<file path="src/rtl/player_link_rx.sv">
// Receiver for the 3-bit player move lines: 2-flop sync, glitch/illegal-code filter, held-move FSM, event strobe.
// Define PLAYER_RX_REPEAT_EN to enable auto-repeat events while a move is held.
module player_link_rx #(
  parameter int STABLE_CYCLES = 16,
  parameter int REPEAT_DELAY  = 25000000,
  parameter int REPEAT_PERIOD = 10000000,
  parameter int CNT_W         = 25
) (
  input  logic       clk,
  input  logic       rst,
  input  logic [2:0] player_M_in,
  output logic [2:0] move,
  output logic       move_valid,
  output logic [2:0] move_code,
  output logic       repeat_flag,
  output logic       link_err,
  input  logic       err_clr
);

  localparam int FCNT_W = (STABLE_CYCLES > 2) ? $clog2(STABLE_CYCLES) : 1;
  localparam logic [FCNT_W-1:0] F_ACC = FCNT_W'(STABLE_CYCLES - 2);
  localparam logic [FCNT_W-1:0] F_SAT = FCNT_W'(STABLE_CYCLES - 1);

  if (STABLE_CYCLES < 2) begin : g_bad_stable
    $error("player_link_rx: STABLE_CYCLES must be at least 2");
  end
  if ((CNT_W < 1) || (CNT_W > 31) ||
      (REPEAT_DELAY < 1) || (REPEAT_PERIOD < 1) ||
      (longint'(REPEAT_DELAY)  > (longint'(1) << CNT_W)) ||
      (longint'(REPEAT_PERIOD) > (longint'(1) << CNT_W))) begin : g_bad_cnt
    $error("player_link_rx: CNT_W too small for repeat timing");
  end

  logic [2:0]        s1, s2;
  logic [2:0]        cand;
  logic [FCNT_W-1:0] fcnt;

  always_ff @(posedge clk or posedge rst) begin
    if (rst) begin
      s1 <= 3'd0;
      s2 <= 3'd0;
    end else begin
      s1 <= player_M_in;
      s2 <= s1;
    end
  end

  // Acceptance fires on the edge where fcnt steps onto STABLE_CYCLES-1, so
  // exactly STABLE_CYCLES matching samples are needed; after that fcnt parks.
  always_ff @(posedge clk or posedge rst) begin
    if (rst) begin
      cand <= 3'd0;
      fcnt <= '0;
    end else if (s2 != cand) begin
      cand <= s2;
      fcnt <= '0;
    end else if (fcnt != F_SAT) begin
      fcnt <= fcnt + 1'b1;
    end
  end

  logic accept, acc_bad, acc_new;
  assign accept  = (s2 == cand) && (fcnt == F_ACC);
  assign acc_bad = accept && (cand > 3'd4);
  assign acc_new = accept && (cand <= 3'd4) && (cand != move);

`ifdef PLAYER_RX_REPEAT_EN
  typedef enum logic [1:0] {IDLE, DELAY, REPEAT} state_t;
  localparam state_t HOLD = DELAY;
  localparam logic [CNT_W-1:0] T_DELAY  = CNT_W'(REPEAT_DELAY - 1);
  localparam logic [CNT_W-1:0] T_PERIOD = CNT_W'(REPEAT_PERIOD - 1);
  logic [CNT_W-1:0] rcnt;
  logic [CNT_W-1:0] rterm;
`else
  typedef enum logic {IDLE, HELD} state_t;
  localparam state_t HOLD = HELD;
`endif

  state_t state;

`ifdef PLAYER_RX_REPEAT_EN
  assign rterm = (state == REPEAT) ? T_PERIOD : T_DELAY;
`endif

  always_ff @(posedge clk or posedge rst) begin
    if (rst) begin
      state       <= IDLE;
      move        <= 3'd0;
      move_valid  <= 1'b0;
      move_code   <= 3'd0;
      repeat_flag <= 1'b0;
      link_err    <= 1'b0;
`ifdef PLAYER_RX_REPEAT_EN
      rcnt        <= '0;
`endif
    end else begin
      move_valid  <= 1'b0;
      repeat_flag <= 1'b0;
      if (err_clr) link_err <= 1'b0;

      // A stable illegal code drops the held move; set beats a same-cycle clear.
      if (acc_bad) begin
        link_err <= 1'b1;
        move     <= 3'd0;
        state    <= IDLE;
      end else begin
        if (acc_new) move <= cand;
        case (state)
          IDLE: begin
            if (acc_new && (cand != 3'd0)) begin
              move_valid <= 1'b1;
              move_code  <= cand;
              state      <= HOLD;
`ifdef PLAYER_RX_REPEAT_EN
              rcnt       <= '0;
`endif
            end
          end
          default: begin
            if (acc_new) begin
              if (cand == 3'd0) begin
                state <= IDLE;
              end else begin
                // A new code wins over a coinciding repeat terminal count.
                move_valid <= 1'b1;
                move_code  <= cand;
                state      <= HOLD;
`ifdef PLAYER_RX_REPEAT_EN
                rcnt       <= '0;
`endif
              end
            end
`ifdef PLAYER_RX_REPEAT_EN
            else if (rcnt == rterm) begin
              move_valid  <= 1'b1;
              repeat_flag <= 1'b1;
              move_code   <= move;
              rcnt        <= '0;
              state       <= REPEAT;
            end else begin
              rcnt <= rcnt + 1'b1;
            end
`endif
          end
        endcase
      end
    end
  end

endmodule

</file>
<file path="config.mk">
export PLATFORM = sky130hd
export DESIGN_NAME = player_link_rx
export DESIGN_NICKNAME = d
export VERILOG_FILES = /design/src/rtl/player_link_rx.sv
export SDC_FILE = /design/constraint.sdc
export NUM_CORES = 1
export LEC_CHECK = 0
export CORE_MARGIN = 2
export CORE_UTILIZATION = 25
export CTS_BUF_LIST = sky130_fd_sc_hd__clkbuf_4 sky130_fd_sc_hd__clkbuf_8
export CTS_CLUSTER_DIAMETER = 50
export CTS_CLUSTER_SIZE = 30
export DETAILED_ROUTE_END_ITERATION = 8
export GPL_ROUTABILITY_DRIVEN = 0
export PLACE_DENSITY = 0.52
export SLEW_MARGIN = 10
export SYNTH_ARGS = -nofsm -noshare
export SYNTH_HDL_FRONTEND = slang
export SYNTH_SLANG_ARGS = --single-unit
</file>
<file path="constraint.sdc">
create_clock -name clk -period 2 [get_ports clk]
set_input_delay 0.4 -clock clk [delete_from_list [all_inputs] [get_ports clk]]
set_output_delay 0.4 -clock clk [all_outputs]
set_load 0.02 [all_outputs]
</file>
Yosys cells after proc, flatten, opt, wreduce, memory -nomap -nowiden
Cells that the tools add are included.
{ "word_totals": {"inputBits": 6, "register_bits": 22} }
{ "op_classes": {"n_reduce_logical": 12, "n_addsub": 1, "eq_ne": 7, "magnitude_cmp": 2, "n_mux": 18, "bitwise": 1} }
{ "ops": {"columns": ["op", "count"], "rows": [
  ["3-bit 2-to-1 mux", 6],
  ["1-bit 2-to-1 mux", 10],
  ["4-bit 2-to-1 mux", 2],
  ["2-bit nonzero test", 4],
  ["3-bit inequality test", 2],
  ["1-bit logical AND", 5],
  ["4-bit by 1-bit adder with 4-bit output, second input constant", 1],
  ["4-bit == test, second input constant", 1],
  ["2-bit inequality test, second input constant", 2],
  ["4-bit inequality test, second input constant", 1],
  ["4-bit AND reduction", 1],
  ["3-bit == test", 1],
  ["3-bit > comparator, second input constant", 1],
  ["3-bit <= comparator, second input constant", 1],
  ["3-bit logical NOT", 1],
  ["3-bit nonzero test", 1],
  ["1-bit inverter", 1]
]} }

Logic depth before layout (Yosys ltp)
Gate-level depths: netlist (run 1).
{ "depth": {"word_depth": 8, "mapped_depth": 8, "mapped_depth_nobuf": 7} }

Least setup slack after synthesis (run 1)
Ideal clock, no wire load.
{ "synth_timing": {"path_kind": "flip-flop to flip-flop", "start": "register cand[2]", "end": "register move_code[2]", "t_arrival_ns": 1.647, "setup_time_ns": 0.121, "slack_ns": 0.232, "path_stages_with_launch": 7, "cell_sequence": "dfrtp_1 -> buf_6 -> or3_4 -> a2111oi_4 -> nor4_2 -> buf_6 -> a22o_1"} }
{ "synth_via": {"elab_chain_len": 7, "word_cells_on_any_way": 20, "cone_classes": "order compare (2); eq/ne (4); mux (4); bitwise (1); reduce/logical (9)"} }
{ "synth_lines": {"columns": ["item", "line_no", "source"], "rows": [
  ["start: declaration", "35", "logic [2:0] cand;"],
  ["start signal: assignment", "52", "cand <= 3'd0;"],
  ["start signal: assignment", "55", "cand <= s2;"],
  ["branches (longest 7 deep; another with 3-bit <= comparator)", null, null],
  ["end signal: assignment", "112", "move_code <= cand;"],
  ["end signal: assignment", "126", "move_code <= cand;"],
  ["end: declaration", "14", "output logic [2:0] move_code,"]
]} }
Parallel ways; which one is timed is not known. The select of a mux whose other input is x is not followed.
A chain may end at the register's enable or synchronous reset.

Worst setup path after layout (run 1)
{ "layout_timing": {"start": "register fcnt[0]", "end": "register move_code[2]"} }
{ "layout_via": {"elab_chain_len": 7, "word_cells_on_any_way": 10, "cone_classes": "eq/ne (2); bitwise (1); reduce/logical (7)"} }
{ "layout_lines": {"columns": ["item", "line_no", "source"], "rows": [
  ["start: declaration", "36", "logic [FCNT_W-1:0] fcnt;"],
  ["start signal: assignment", "58", "fcnt <= fcnt + 1'b1;"],
  ["4-bit == test (*)", "63", "assign accept = (s2 == cand) && (fcnt == F_ACC);"],
  ["1-bit logical AND (*)", "63", null],
  ["1-bit logical AND (2 in a row)", "65", "assign acc_new = accept && (cand <= 3'd4) && (cand != move);"],
  ["1-bit logical AND", "110", "if (acc_new && (cand != 3'd0)) begin"],
  ["2-bit nonzero test (no line)", null, null],
  ["4-bit AND reduction (no line) (*)", null, null]
]} }
Mark *: on every way between the ends. The rest lies on a longest branch, timed or not.

==> summary.md, run 1 <==
| Metric | Value |
|---|---|
| Total CTS buffers | `3` |
| CTS Hold Bufs | `0` |
| Setup Crit Path Kind | `flip-flop to flip-flop` |
| PostCTS Resize Cnt | `0` |
| FMAX | `0.546 GHz` |
| #FFs+latches synth | `21` |
| Largest net degree at the start of global routing | `22` |
| Leak Pwr | `0.491 nW` |
| Die area | `0.00434 mm²` |
| CTS Root Cell | `clkbuf_8` |
| CP Launch Point | `fcnt[0]` |
| Layout cells sized above 1 | `12.7%` |
| Worst r2r src | `fcnt[0]` |
| Clock period minus final worst setup slack | `1.83 ns` |
| Avg WL per Cell | `10.6 µm` |
| CP max FO | `9` |
| H-tree levels | `1` |
| CTS tree | `yes` |
| WP depth | `8` |
| Crit path largest cell delay | `0.43 ns` |
| Seq/Total Area, Yosys | `54.8%` |
| Period utilization | `91.6%` |
| DRC viols | `0` |
| FF/Latch Area | `526 µm²` |
| Worst EP arrival | `1.97 ns` |
| Netlist cell types | `32` |
| Total gr overflow | `0` |
| Hold Crit Class | `flip-flop to flip-flop` |
| Critical Path RT | `2.14 ns` |
| Slowest-stage cell, CP | `dfrtp_1` |
| Worst Setup End Kind | `flip-flop` |
| Synth warn | `0` |
| Syn Area/Cell | `10.9 µm²` |
| Die W | `65.9 µm` |
| Area occupied by multi-input gates | `357 µm²` |
| Critical Path, Cell by Cell | `inv_1 -> ha_1 -> and3_1 -> nand4_1 -> nor4_2 -> buf_4 -> o21ai_0 -> a22o_1` |
| Worst-path clk slew | `0.08 ns` |
| Synthesized net count | `96` |
| Pwr Density | `664 mW/mm²` |
| CTS Sinks | `21` |
| CP bufs+invs | `2` |
| Total Nets Final | `111` |
| Std cell rows | `22` |
| Min-delay src | `s1[2]` |
| 1st-pass router iterations | `4` |
| Clock Skew | `0.00906 ns` |
| Crit path max-delay family | `simple AND/OR/NAND/NOR gates` |
| Initial Utilization | `26.2%` |
| RSZ-0062 raised after global routing | `no` |
| GRT Total Usage | `8.29%` |
| Worst Reg-to-Reg Cells | `8` |
| Setup TNS | `0 ns` |
| Post-Synthesis Cells | `88` |
| Post-synthesis cell area | `958 µm²` |
| Layout Area Growth over Synthesis | `23.2%` |
| I/O pin count | `15` |
| Fin area | `0.00118 mm²` |
| HPWL Detailed | `1.12 mm` |
| Vias in the first global route | `599` |
| Initial antenna violation count | `0` |
| DIE HEIGHT | `65.9 µm` |
| Max cap viols | `0` |
| Worst VDD drop | `0.408 mV` |
| # diodes | `0` |
| Latest clock arrival within the worst-skew pair | `0.26 ns` |
| CTS max path bufs | `2` |
| WHS Path Cells | `0` |
| Via/cell ratio | `4.26` |
| WL final | `1.59 mm` |
| DRT iter0 DRCs | `10` |
| I/O Buffers | `13` |
| Slew Limit Fails | `0` |
| Status | `completed` |
| CP Launch Type | `flip-flop` |
| Remaining antenna violation count after routing | `0` |
| Filler cells | `373` |
| Vias post-DR | `639` |
| Post-DP Area | `0.00112 mm²` |
| Hold Fails Final Rpt | `0` |
| Final Setup Violations | `0` |
| First-pass GRT wire length | `2.73 mm` |
| Core Footprint | `0.00366 mm²` |
-- cells by family (layout without fill, tap and decap cells) --
group,count (synthesis),after routing,synth area share (%)
other,1,1,0.391
adder cells (fa/ha/maj),2,2,2.61
AND/OR/NAND/NOR,28,28,15.5
flip-flops,21,21,54.8
buffers and inverters,13,27,7.96
AO/OA/AOI/OAI,18,18,14.1
XOR/XNOR,5,5,4.57
-- per-layer routing --
metal | global-route usage (%) | vias up | part of all wire (%)
met3 | 3.92 | 2 | 7.1
li1 | - | 324 | -
met1 | 11.1 | 293 | 50
met2 | 11.9 | 20 | 43
met5 | 0 | - | 0
met4 | 2.34 | 0 | 0.44
-- worst register-to-register path: stages, from the launching register on --
cell and delay [ns]:
dfrtp_1 0.43, inv_1 0.08, ha_1 0.14, and3_1 0.17, nand4_1 0.12, nor4_2 0.30, buf_4 0.20, o21ai_0 0.09
a22o_1 0.19
-- sequential cells by signal (all words and copies together) (netlist names) --
signal / cells
cand: 3
s2: 3
move_valid: 1
move: 3
link_err: 1
move_code: 3
fcnt: 4
s1: 3
-- synth_stat cells --
master,count,area [µm²]
o311ai_1,1,8.76
or3_4,1,11.3
nand2_1,9,33.8
o2bb2ai_1,1,8.76
xnor2_1,5,43.8
ha_1,2,25.0
buf_2,1,5.00
a2111oi_4,1,27.5
o21ai_0,3,15.0
a21oi_1,3,15.0
inv_1,4,15.0
buf_4,1,7.51
nor2b_1,1,6.26
a22o_1,1,8.76
nor3_1,1,5.00
conb_1,1,3.75
and3_1,2,12.5
nor2_1,5,18.8
nor4_2,1,12.5
and4b_1,1,10.0
a21o_1,1,7.51
or2_0,1,6.26
nand3_1,4,20.0
dfrtp_1,21,526
a211oi_1,2,15.0
o31ai_1,1,7.51
or3_1,1,6.26
a31oi_1,1,6.26
buf_6,3,33.8
nand4_1,1,6.26
clkbuf_1,4,15.0
o21ai_1,3,15.0
-- cells in the final DEF, fill, tap and decap left out, drive strengths merged, types with 3 or more instances in the layout --
| cell type | Yosys | layout |
|---|---|---|
| buf | 5 | 6 |
| nand2 | 9 | 9 |
| dfrtp | 21 | 21 |
| clkbuf | 4 | 4 |
| clkdlybuf4s50 | 0 | 13 |
| nor2 | 5 | 5 |
| inv | 4 | 4 |
| nand3 | 4 | 4 |
| xnor2 | 5 | 5 |
| o21ai | 6 | 6 |
| a21oi | 3 | 3 |
-- cell type report --
| type | count | share of cell area [%] |
|---|---|---|
| clock buffers | 4 | 4.13 |
| inverters | 4 | 1.27 |
| multi-input cells | 54 | 30.2 |
| flip-flops and latches | 21 | 44.5 |
| well taps | 48 | 5.08 |
| repair buffers | 19 | 14.8 |
-- worst paths after layout --
path                                endpoint  slack [ns]
worst max-delay path            move_code[2]        0.17
worst min-delay path                   s2[2]        0.35
worst max register to register  move_code[2]        0.17
worst min register to register         s2[2]        0.35
max in group asynchronous            cand[1]        1.32
min in group asynchronous            fcnt[1]        0.46
-- through the flow --
stage	setup slack [ns]	std cells	hold WS, ns	total power [mW]	utilization [%]
final	0.168	150	0.354	0.784	32.3
after global routing	0.0115	150	0.359	0.822	32.3
after CTS	0.138	149	0.353	0.799	32.1
after detailed placement	0.200	145	0.336	0.509	30.7
after global placement	0.277	145	0.333	0.508	30.7
after floorplan	0.232	88	0.331	0.493	-
-- report_power, final --
part	leakage (nW)	internal, mW	total, mW	switching, mW
combinational	0.193	0.0262	0.0526	0.0264
sequential	0.272	0.436	0.446	0.0107
clock	0.0262	0.155	0.285	0.130
total	0.491	0.617	0.784	0.167
-- repair_timing --
item                                    in CTS  in global routing
endpoints found under the setup margin       0                  1
buffers inserted                             0                  1
endpoints found under the hold margin        0                  0
Power figures use the tool's default switching activity.
==> run 2, diff against run 1 <==
- CELL_PAD_IN_SITES_DETAIL_PLACEMENT: unset -> 1
- CELL_PAD_IN_SITES_GLOBAL_PLACEMENT: unset -> 1
- CTS_CLUSTER_DIAMETER: 50 -> 120
- PLACE_DENSITY: 0.52 -> 0.61
- RECOVER_POWER: unset -> 25
==> summary.md, run 2 (synthesis results as in run 1) <==
| Metric | Value |
|---|---|
| Avg WL per Cell | `12.2 µm (+15%)` |
| Vias post-DR | `661 (+3.4%)` |
| Core Footprint | `0.00366 mm² (unchanged)` |
| CTS Root Cell | `clkbuf_8` |
| CP bufs+invs | `1 (-1)` |
| Met2 wire len | `926 µm (+37%)` |
| Max cap viols | `0 (unchanged)` |
| Worst Setup End Kind | `flip-flop` |
| Slew @ Worst Pin | `1.10 ns` |
| CTS Sinks | `21 (unchanged)` |
| GRT Total Usage | `10.2% (+1.9 points)` |
| Worst Reg-to-Reg Cells | `6 (-2)` |
| Critical Path, Cell by Cell | `or3_4 -> a2111oi_4 -> nor4_4 -> buf_4 -> a21oi_1 -> o2bb2ai_1` |
| Remaining antenna violation count after routing | `0 (unchanged)` |
| M1 wire length | `744 µm (-5.6%)` |
| 1st-pass router iterations | `4 (unchanged)` |
| DRT iter0 DRCs | `8 (-2)` |
| Clock power frac | `36.3% (about the same)` |
| Initial antenna violation count | `0 (unchanged)` |
| Total CTS buffers | `3 (unchanged)` |
| Crit path max-delay family | `compound AO/OA/AOI/OAI gates` |
| H-tree levels | `1 (unchanged)` |
| Period utilization | `95.6% (+4.0 points)` |
| Leak Pwr | `0.473 nW (-3.7%)` |
| FF-to-FF End | `move_code[0]` |
| Flop-to-flop setup slack | `0.09 ns (-0.08 ns)` |
| Comb power frac | `6.4% (-0.3 points)` |
| Total gr overflow | `0 (unchanged)` |
| Largest register FFs | `4 (unchanged)` |
| Layout cells sized above 1 | `11.0% (-1.7 points)` |
| Pwr Density | `666 mW/mm² (+0.27%)` |
| Hold Crit Class | `flip-flop to flip-flop` |
| Filler cells | `425 (+14%)` |
| WL final | `1.81 mm (+14%)` |
| Commonest non-fill, non-tap cells in the layout | `20 x dfrtp_1, 9 x nand2_1, 9 x clkdlybuf4s50_1` |
| CTS max path bufs | `2 (unchanged)` |
| Clock Skew | `0.00220 ns (-0.00686 ns)` |
| Worst-path clk slew | `0.07 ns (about the same)` |
| Hold Fails Final Rpt | `0 (unchanged)` |
| I/O Buffers | `13 (unchanged)` |
| Layout Area Growth over Synthesis | `22.3%` |
| P_sw | `0.181 mW (+8.5%)` |
| DRC viols | `0 (unchanged)` |
| Die area | `0.00434 mm² (unchanged)` |
| Slowest-stage cell, CP | `dfrtp_2` |
| I/O pin count | `15 (unchanged)` |
| Total Nets Final | `109 (-1.8%)` |
| HPWL Detailed | `1.30 mm (+16%)` |
| Hold endpoint | `s2[1]` |
| First-pass GRT wire length | `3.20 mm (+17%)` |
| CP Launch Type | `flip-flop` |
| Inst Count DP | `144 (-0.69%)` |
| CP max FO | `12 (+3)` |
| Fin cells | `148 (-1.3%)` |
| FMAX | `0.523 GHz (-4.2%)` |
| Worst VDD drop | `0.417 mV (+2.3%)` |
| Die W | `65.9 µm (unchanged)` |
| CTS Hold Bufs | `0 (unchanged)` |
| Crit path largest cell delay | `0.49 ns (+0.06 ns)` |
| Sequential Power Share | `57.3% (+0.4 points)` |
| Top reg by flops | `fcnt` |
| Critical Path RT | `2.15 ns (about the same)` |
| DIE HEIGHT | `65.9 µm (unchanged)` |
| Initial Utilization | `26.2% (unchanged)` |
| Status | `completed` |
| Post-DP Area | `0.00112 mm² (-0.67%)` |
| Worst EP arrival | `2.06 ns (+0.09 ns)` |
| Fin area | `0.00117 mm² (-0.74%)` |
| Largest net degree at the start of global routing | `22 (unchanged)` |
| Via/cell ratio | `4.47 (+4.8%)` |
| Top Layer Used | `met4` |
| Internal power | `0.599 mW (-2.9%)` |
| Latest clock arrival within the worst-skew pair | `0.27 ns (about the same)` |
| Switching share of power | `23.2% (+1.9 points)` |
| # diodes | `0 (unchanged)` |
| Slew Limit Fails | `0 (unchanged)` |
| Wire length on met3 | `106 µm (-5.4%)` |
| WHS Path Cells | `0 (unchanged)` |
| Most common cell after layout, fill and taps aside | `dfrtp_1` |
| Clock period minus final worst setup slack | `1.91 ns (+0.0807 ns)` |
| Vias in the first global route | `679 (+13%)` |
| Setup Crit Path Kind | `flip-flop to flip-flop` |
| Min-delay src | `s1[1]` |
| CTS tree | `yes` |
| Final Setup Violations | `0 (unchanged)` |
| Relative slew margins | `26.5%` |
| Std cell rows | `22 (unchanged)` |
| Worst r2r src | `cand[0]` |
-- run 2: timing repair --
| item | in CTS | in global routing |
|---|---|---|
| resized for setup | 0 | 2 |
| setup endpoints to repair | 0 | 5 |
| buffers inserted | 0 | 0 |
-- run 2: how the worst max path moves through the flow --
stage	from	endpoint	slack, ns	cells after the start
after global routing	cand[0]	move_code[0]	-0.005	6
after floorplan	cand[2]	move_code[2]	0.23	6
after detailed placement	fcnt[0]	move_code[1]	0.10	8
after CTS	cand[0]	move_code[0]	0.04	6
final	cand[0]	move_code[0]	0.09	6
after global placement	fcnt[0]	move_code[1]	0.15	8
-- run 2: worst reg2reg max path, cell delays in order (launching register included) --
cell and delay, ns:
dfrtp_2 0.49, or3_4 0.40, a2111oi_4 0.35, nor4_4 0.10, buf_4 0.18, a21oi_1 0.19, o2bb2ai_1 0.10
-- run 2: layer usage --
layer  vias up  GRT usage, %
met5         -             0
met2        14          15.9
li1        321             -
met1       323          12.2
met3         3          4.09
met4         0          4.69
-- run 2: per-stage QoR --
stage | setup WS [ns] | util [%] | power, mW | hold slack [ns] | TNS [ns]
final | 0.0876 | 32.0 | 0.781 | 0.352 | 0
after global routing | -0.00507 | 32.0 | 0.830 | 0.368 | -0.00507
after CTS | 0.0409 | 31.9 | 0.801 | 0.355 | 0
after detailed placement | 0.103 | 30.5 | 0.508 | 0.336 | 0
after global placement | 0.147 | 30.5 | 0.506 | 0.335 | 0
after floorplan | 0.232 | - | 0.493 | 0.331 | 0
-- run 2: cell type report --
type | count | area [µm²] | area share [%]
tap | 48 | 60.1 | 5.12
clock inverter | 1 | 7.51 | 0.640
inverter | 4 | 15.0 | 1.28
sequential | 21 | 527 | 44.9
clock buffer | 3 | 41.3 | 3.52
multi-input combinational | 54 | 365 | 31.2
timing repair buffer | 17 | 156 | 13.3
-- run 2: power by group through the flow --
stage | combinational, mW | clock (mW) | sequential, mW
after floorplan | 0.0424 | 0 | 0.450
after global placement | 0.0513 | 0 | 0.455
after detailed placement | 0.0531 | 0 | 0.455
after CTS | 0.0533 | 0.301 | 0.447
after global routing | 0.0566 | 0.324 | 0.450
final | 0.0501 | 0.284 | 0.447
